===== src/rtl/serial_add_ctrl.sv =====
// rtl/serial_add_ctrl.sv - bit-serial adder controller sharing one full-adder cell
// Optional signed-overflow output Ovf is enabled by defining SERIAL_ADD_OVF_EN.

module half (
  input  logic a_i,
  input  logic b_i,
  output logic s_o,
  output logic c_o
);
  assign s_o = a_i ^ b_i;
  assign c_o = a_i & b_i;
endmodule

module serial_add_ctrl #(
  parameter int WIDTH = 8
) (
  input  logic             clk,
  input  logic             rst,
  input  logic             start,
  input  logic [WIDTH-1:0] A,
  input  logic [WIDTH-1:0] B,
  output logic             ready,
  output logic             busy,
  output logic             done,
  output logic [WIDTH-1:0] Sum,
  output logic             Carry
`ifdef SERIAL_ADD_OVF_EN
  ,
  output logic             Ovf
`endif
);
  localparam int CW = $clog2(WIDTH) + 1;

  typedef enum logic [1:0] {
    IDLE = 2'b00,
    RUN  = 2'b01,
    DONE = 2'b10
  } state_e;

  state_e           state_q, state_d;
  logic [WIDTH-1:0] opa_q, opa_d;
  logic [WIDTH-1:0] opb_q, opb_d;
  logic [WIDTH-1:0] acc_q, acc_d;
  logic [WIDTH-1:0] sum_q, sum_d;
  logic             cy_q, cy_d;
  logic             carry_q, carry_d;
  logic [CW-1:0]    cnt_q, cnt_d;
`ifdef SERIAL_ADD_OVF_EN
  logic             ovf_q, ovf_d;
`endif

  logic s0, c0, bit_s, c1, cout, last_bit;

  // Shared full-adder cell: LSBs of the operand shift registers plus running carry
  half u_ha0 (.a_i(opa_q[0]), .b_i(opb_q[0]), .s_o(s0),    .c_o(c0));
  half u_ha1 (.a_i(s0),       .b_i(cy_q),     .s_o(bit_s), .c_o(c1));
  assign cout     = c0 | c1;
  assign last_bit = (cnt_q == CW'(WIDTH - 1));

  always_ff @(posedge clk or posedge rst) begin
    if (rst) begin
      state_q <= IDLE;
      opa_q   <= '0;
      opb_q   <= '0;
      acc_q   <= '0;
      sum_q   <= '0;
      cy_q    <= 1'b0;
      carry_q <= 1'b0;
      cnt_q   <= '0;
`ifdef SERIAL_ADD_OVF_EN
      ovf_q   <= 1'b0;
`endif
    end else begin
      state_q <= state_d;
      opa_q   <= opa_d;
      opb_q   <= opb_d;
      acc_q   <= acc_d;
      sum_q   <= sum_d;
      cy_q    <= cy_d;
      carry_q <= carry_d;
      cnt_q   <= cnt_d;
`ifdef SERIAL_ADD_OVF_EN
      ovf_q   <= ovf_d;
`endif
    end
  end

  always_comb begin
    state_d = state_q;
    opa_d   = opa_q;
    opb_d   = opb_q;
    acc_d   = acc_q;
    sum_d   = sum_q;
    cy_d    = cy_q;
    carry_d = carry_q;
    cnt_d   = cnt_q;
`ifdef SERIAL_ADD_OVF_EN
    ovf_d   = ovf_q;
`endif
    ready   = 1'b0;
    busy    = 1'b0;
    done    = 1'b0;
    case (state_q)
      IDLE: begin
        ready = 1'b1;
        if (start) begin
          opa_d   = A;
          opb_d   = B;
          cy_d    = 1'b0;
          cnt_d   = '0;
          state_d = RUN;
        end
      end
      RUN: begin
        busy  = 1'b1;
        acc_d = {bit_s, acc_q[WIDTH-1:1]};
        opa_d = {1'b0, opa_q[WIDTH-1:1]};
        opb_d = {1'b0, opb_q[WIDTH-1:1]};
        cy_d  = cout;
        cnt_d = cnt_q + CW'(1);
        if (last_bit) begin
          sum_d   = acc_d;
          carry_d = cout;
`ifdef SERIAL_ADD_OVF_EN
          // cy_q is the carry into the MSB at this point
          ovf_d   = cy_q ^ cout;
`endif
          state_d = DONE;
        end
      end
      DONE: begin
        done    = 1'b1;
        state_d = IDLE;
      end
      default: state_d = IDLE;
    endcase
  end

  assign Sum   = sum_q;
  assign Carry = carry_q;
`ifdef SERIAL_ADD_OVF_EN
  assign Ovf   = ovf_q;
`endif

endmodule

===== config.mk =====
export PLATFORM = sky130hd
export DESIGN_NAME = serial_add_ctrl
export DESIGN_NICKNAME = d
export VERILOG_FILES = /design/src/rtl/serial_add_ctrl.sv
export SDC_FILE = /design/constraint.sdc
export NUM_CORES = 1
export LEC_CHECK = 0
export ABC_AREA = 1
export BUFFER_PORTS_ARGS = -buffer_cell sky130_fd_sc_hd__buf_2
export CAP_MARGIN = 20
export CORE_ASPECT_RATIO = 0.9
export CORE_MARGIN = 3
export CORE_UTILIZATION = 50
export CTS_CLUSTER_DIAMETER = 100
export CTS_CLUSTER_SIZE = 8
export DETAILED_ROUTE_END_ITERATION = 12
export PLACE_DENSITY = 0.81
export SETUP_SLACK_MARGIN = 0.05
export SLEW_MARGIN = 15
export SYNTH_ARGS = -nofsm -noshare
export SYNTH_HDL_FRONTEND = slang
export SYNTH_HIERARCHICAL = 1
export SYNTH_SLANG_ARGS = --single-unit

===== constraint.sdc =====
create_clock -name clk -period 3.4 [get_ports clk]
set_input_delay 0.68 -clock clk [delete_from_list [all_inputs] [get_ports clk]]
set_output_delay 0.68 -clock clk [all_outputs]
set_load 0.02 [all_outputs]

* Word-level counts from Yosys, hierarchy flattened
Cells that the tools add are included.
** Word-level totals
- Bits of input ports :: 19
- Output and inout port bits :: 12
- Logic and storage cells :: 38
- Flip-flop bits (word level) :: 40
** Cells by class
- $add $sub $neg :: 1
- Bitwise logic cells :: 5
- Reduce and logical (&&, ||, !) cells :: 5
- Equality and inequality tests :: 5
- Multiplexer cells :: 14
** Operators with widths (number)
- $pmux W8 S2 :: 2
- $mux W8 :: 2
- $pmux W4 S2 :: 1
- $reduce_and A2 Y1 :: 3
- $add A4 B1 Y4 const B :: 1
- $eq A4 B3 Y1 const B :: 1
- $mux W1 :: 4
- $mux W2 :: 2
- $mux W4 :: 1
- $ne A2 B2 Y1 const B :: 2
- $pmux W2 S2 :: 1
- $and A1 B1 Y1 :: 2
- $eq A2 B1 Y1 const B :: 1
- $eq A2 B2 Y1 const B :: 1
- $logic_not A2 Y1 :: 1
- $pmux W1 S2 :: 1
- $reduce_bool A2 Y1 :: 1
- $xor A1 B1 Y1 :: 2
- $or A1 B1 Y1 :: 1

* Longest topological paths before layout
- Depth in word-level cells :: 4
- Depth in mapped cells :: 6
- Mapped depth without buffers :: 6

* Cells and area by module
Netlist, hierarchy kept.
** By module, submodules not included
- serial_add_ctrl :: area an instance 1672.9 µm², instances 1, cells each 193, sequential area each 975.9 µm²
- half :: area an instance 12.5 µm², instances 2, cells each 1, sequential area each 0.0 µm²

* Worst setup path before layout
Ideal clock, no wire load.
- Path kind :: register -> output
- Start :: reg state_q[0]
- End :: out ready
- Cell stages (with the launch flop) :: 3
- Path slack :: 1.864 ns
- Data required time :: 2.720 ns
- Arrival time :: 0.856 ns
- Buffers on the path :: 1
- Cells stage by stage :: dfrtp_1 > nor2_1 > buf_4
** Between the ends
- Longest elaborated chain between the ends :: 2
** RTL lines
- start: declaration :: line 40 : state_e state_q, state_d;
- start signal: assignment :: line 74 : state_q <= state_d;
- $logic_not A2 Y1 :: line 103 : case (state_q)
- $mux W1 :: line 103
- end: declaration :: line 22 : output logic ready,
Every way passes these cells.

* Worst setup path in the final report
Same ends and word-level chain as after synthesis.

==> reports/metrics.cfg <==
[clocking]
cts_hold_buf = 0
cts_max_path_buffers = 2
clk_pin_slew_ns = 0.07
post_cts_buffers = 0
clock_latency_ns = 0.28
cts_resized = 0
cts.htree.levels = 2
cts.sinks = 39
cts_tree = yes
numCtsBuffers = 5
cts-root-buf = clkbuf_8

[die]
io_pins = 31
initial_core_util_pct = 53.70
rows = 19
dieWidth_um = 67.43
die_y_um = 61.29
coreArea_mm2 = 0.003162
die_area_mm2 = 0.004132

[sta]
relSlewSlack_pct = 55.05
timing.fmax_mhz = 531.0
skew_ns = 0.004401
slew_violations = 0
fin_crit_ns = 1.883
worst_hold_slack_ns = 0.4761
fin_ws_ns = 1.517
period_share_pct = 55.38
rsz0062_at_grt = no
setup_violations = 0
finalSetupTns_ns = 0
hold_viol = 0
tightest_slew_ns = 0.6726

[placement]
place_area_mm2 = 0.001869
place_hpwl_mm = 2.174
globalplace.congestion = 0.7604
port_buffers = 30
dp_cells = 261
dp_slack_ns = 1.506

[final_layout]
finalInstanceArea_mm2 = 0.001957
final_cells = 268
synthToLayoutAreaGrowth_pct = 15.25
antenna_cells = 0
final_layout_size_suffix_gt1_share_pct = 19.03
final_core_util_pct = 61.89
nNetsFinal = 248

[critical_path]
crit_family = flip-flops
cp.depth = 3
crit_path_max_incr_delay_ns = 0.41
worst_path_max_delay_cell = dfrtp_1
cp_cell_sequence = nor2_1, buf_4, buf_2
cp_max_fo = 15
r2r_end = Sum[0]
crit_required_ns = 2.72
crit_type = reg2out
critPathLaunchType = flip-flop
reg2reg_from = cnt_q[0]
crit_buf_inv = 2
ff2ff_path_depth = 6
critical_path_arrival_ns = 1.20
crit_path_end_kind = output port
ff2ff_setup_slack_ns = 1.96

[synth]
synth_nets = 217
synth.yosys.seq_area_share_pct = 57.48
synth_seq_cells = 39
avgSynthCellArea_um2 = 8.707
async_flop_share_pct = 100.0
synth_edf_count = 0
netlist.area_leader.share_pct = 57.48
synthFlopType = dfrtp_1
synth_area_leader_cell = dfrtp_1
synth.distinct_cells = 15
ys_warn_count = 6
syn_area_mm2 = 0.001698
synth_cells = 195
synth_area_leaders = dfrtp_1 57%, nand2_1 15%, nand3_1 15%, ha_1 2.2%, buf_2 2.1%

[min_path]
min_from = Sum[2]
hp-class = reg2reg
whs_path_depth = 2
holdPathEnd = Sum[2]

[pwr]
internal-power_mw = 1.047
swShare_pct = 39.86
p_total_mw = 1.740
ir_drop_mv = 0.5681
power_switching_mw = 0.6938
power_frac_comb_pct = 37.4
p_per_area_mw_per_mm2 = 889.4
power_frac_seq_pct = 44.9
power.leakage_nw = 1.053
p_clk_share_pct = 17.7

[global_routing]
grt_pass1_vias = 1252
grt_util_met1_pct = 23.03
grtUsageMet2_pct = 28.43
top_usage_layer = met2
grt_max_degree = 40
overflow = 0
track_usage_pct = 17.70
use_met3_pct = 6.022
grt_pass1_wl_mm = 5.402
grt_antenna_before_repair = 0

[detailed_routing]
drc = 0
drtAntennaViolNets = 0
drtIter0Drc = 106
drt-pass1-iter-count = 4
vias = 1399
routed_wl_mm = 3.245
viasPerCell = 5.220
wl_per_cell_um = 12.11

[outcome]
outcome = finished, final reports clean

[run]
cap_violations = 0

==> cells in the final DEF (no fill, tap or decap) <==
master	netlist	final
inv_1	5	5
o21bai_1	1	1
buf_4	2	4
nor2_1	6	6
clkinv_2	0	1
ha_1	3	3
nand2_2	1	1
clkbuf_8	0	6
nand4_1	1	1
o211ai_1	1	1
nand2_1	70	70
buf_2	7	30
nand3_1	52	52
dfrtp_1	39	39
nor2_2	1	1
o21ai_0	5	5
==> worst max path at each step <==
stage | from | end | slack, ns
2_1_floorplan | rst | Carry | 1.83
3_3_place_gp | start | state_q[0] | 1.53
3_5_place_dp | start | state_q[0] | 1.51
4_1_cts | state_q[0] | ready | 1.50
5_1_grt | state_q[0] | ready | 1.45
6_report | state_q[0] | ready | 1.52
==> routing by layer <==
metal  share of wire [%]  vias to the layer above
li1                    -                      703
met1                  48                      670
met2                  47                       24
met3                 4.3                        2
met4                0.65                        0
met5                   0                        -
==> cell usage after synthesis (2+ instances only) <==
| library cell | instances |
|---|---|
| buf_2 | 7 |
| nand2_1 | 70 |
| ha_1 | 3 |
| o21ai_0 | 5 |
| nor2_1 | 6 |
| nand3_1 | 52 |
| dfrtp_1 | 39 |
| buf_4 | 2 |
| inv_1 | 5 |
==> layout make-up <==
cell class	count	area [µm²]
repair buffers	34	180.2
clock buffers	6	82.58
flip-flops and latches	39	975.9
inverters	5	18.77
multi-input cells	141	641.9
clock inverters	1	5.005
well taps	42	52.55
fillers	290	1205
==> kinds of logic after synthesis <==
logic type	synth area share (%)
AO/OA/AOI/OAI	2.358
adder cells (fa/ha/maj)	2.211
buffers and inverters	4.716
flip-flops	57.48
AND/OR/NAND/NOR	33.24
==> worst register-to-register path, stage by stage, from the launching register on <==
cell	delay [ns]
dfrtp_1	0.43
ha_1	0.22
nand2_1	0.08
nor2_1	0.24
nand2_2	0.21
nand2_1	0.11
nand2_1	0.05
==> registers in the layout, summed over array words and instances (netlist names) <==
| register | count |
|---|---|
| cnt_q | 4 |
| Carry | 1 |
| acc_q | 7 |
| opa_q | 8 |
| Sum | 8 |
| cy_q | 1 |
| opb_q | 8 |
| state_q | 2 |
==> power groups by stage <==
| stage | Sequential (mW) | Clock [mW] | Combinational [mW] |
|---|---|---|---|
| 6_report | 0.781 | 0.308 | 0.652 |
| 5_1_grt | 0.804 | 0.332 | 0.750 |
| 4_1_cts | 0.779 | 0.313 | 0.662 |
| 3_5_place_dp | 0.784 | 0 | 0.659 |
| 3_3_place_gp | 0.780 | 0 | 0.642 |
| 2_1_floorplan | 0.828 | 0 | 0.445 |
Power figures use the tool's default switching activity.
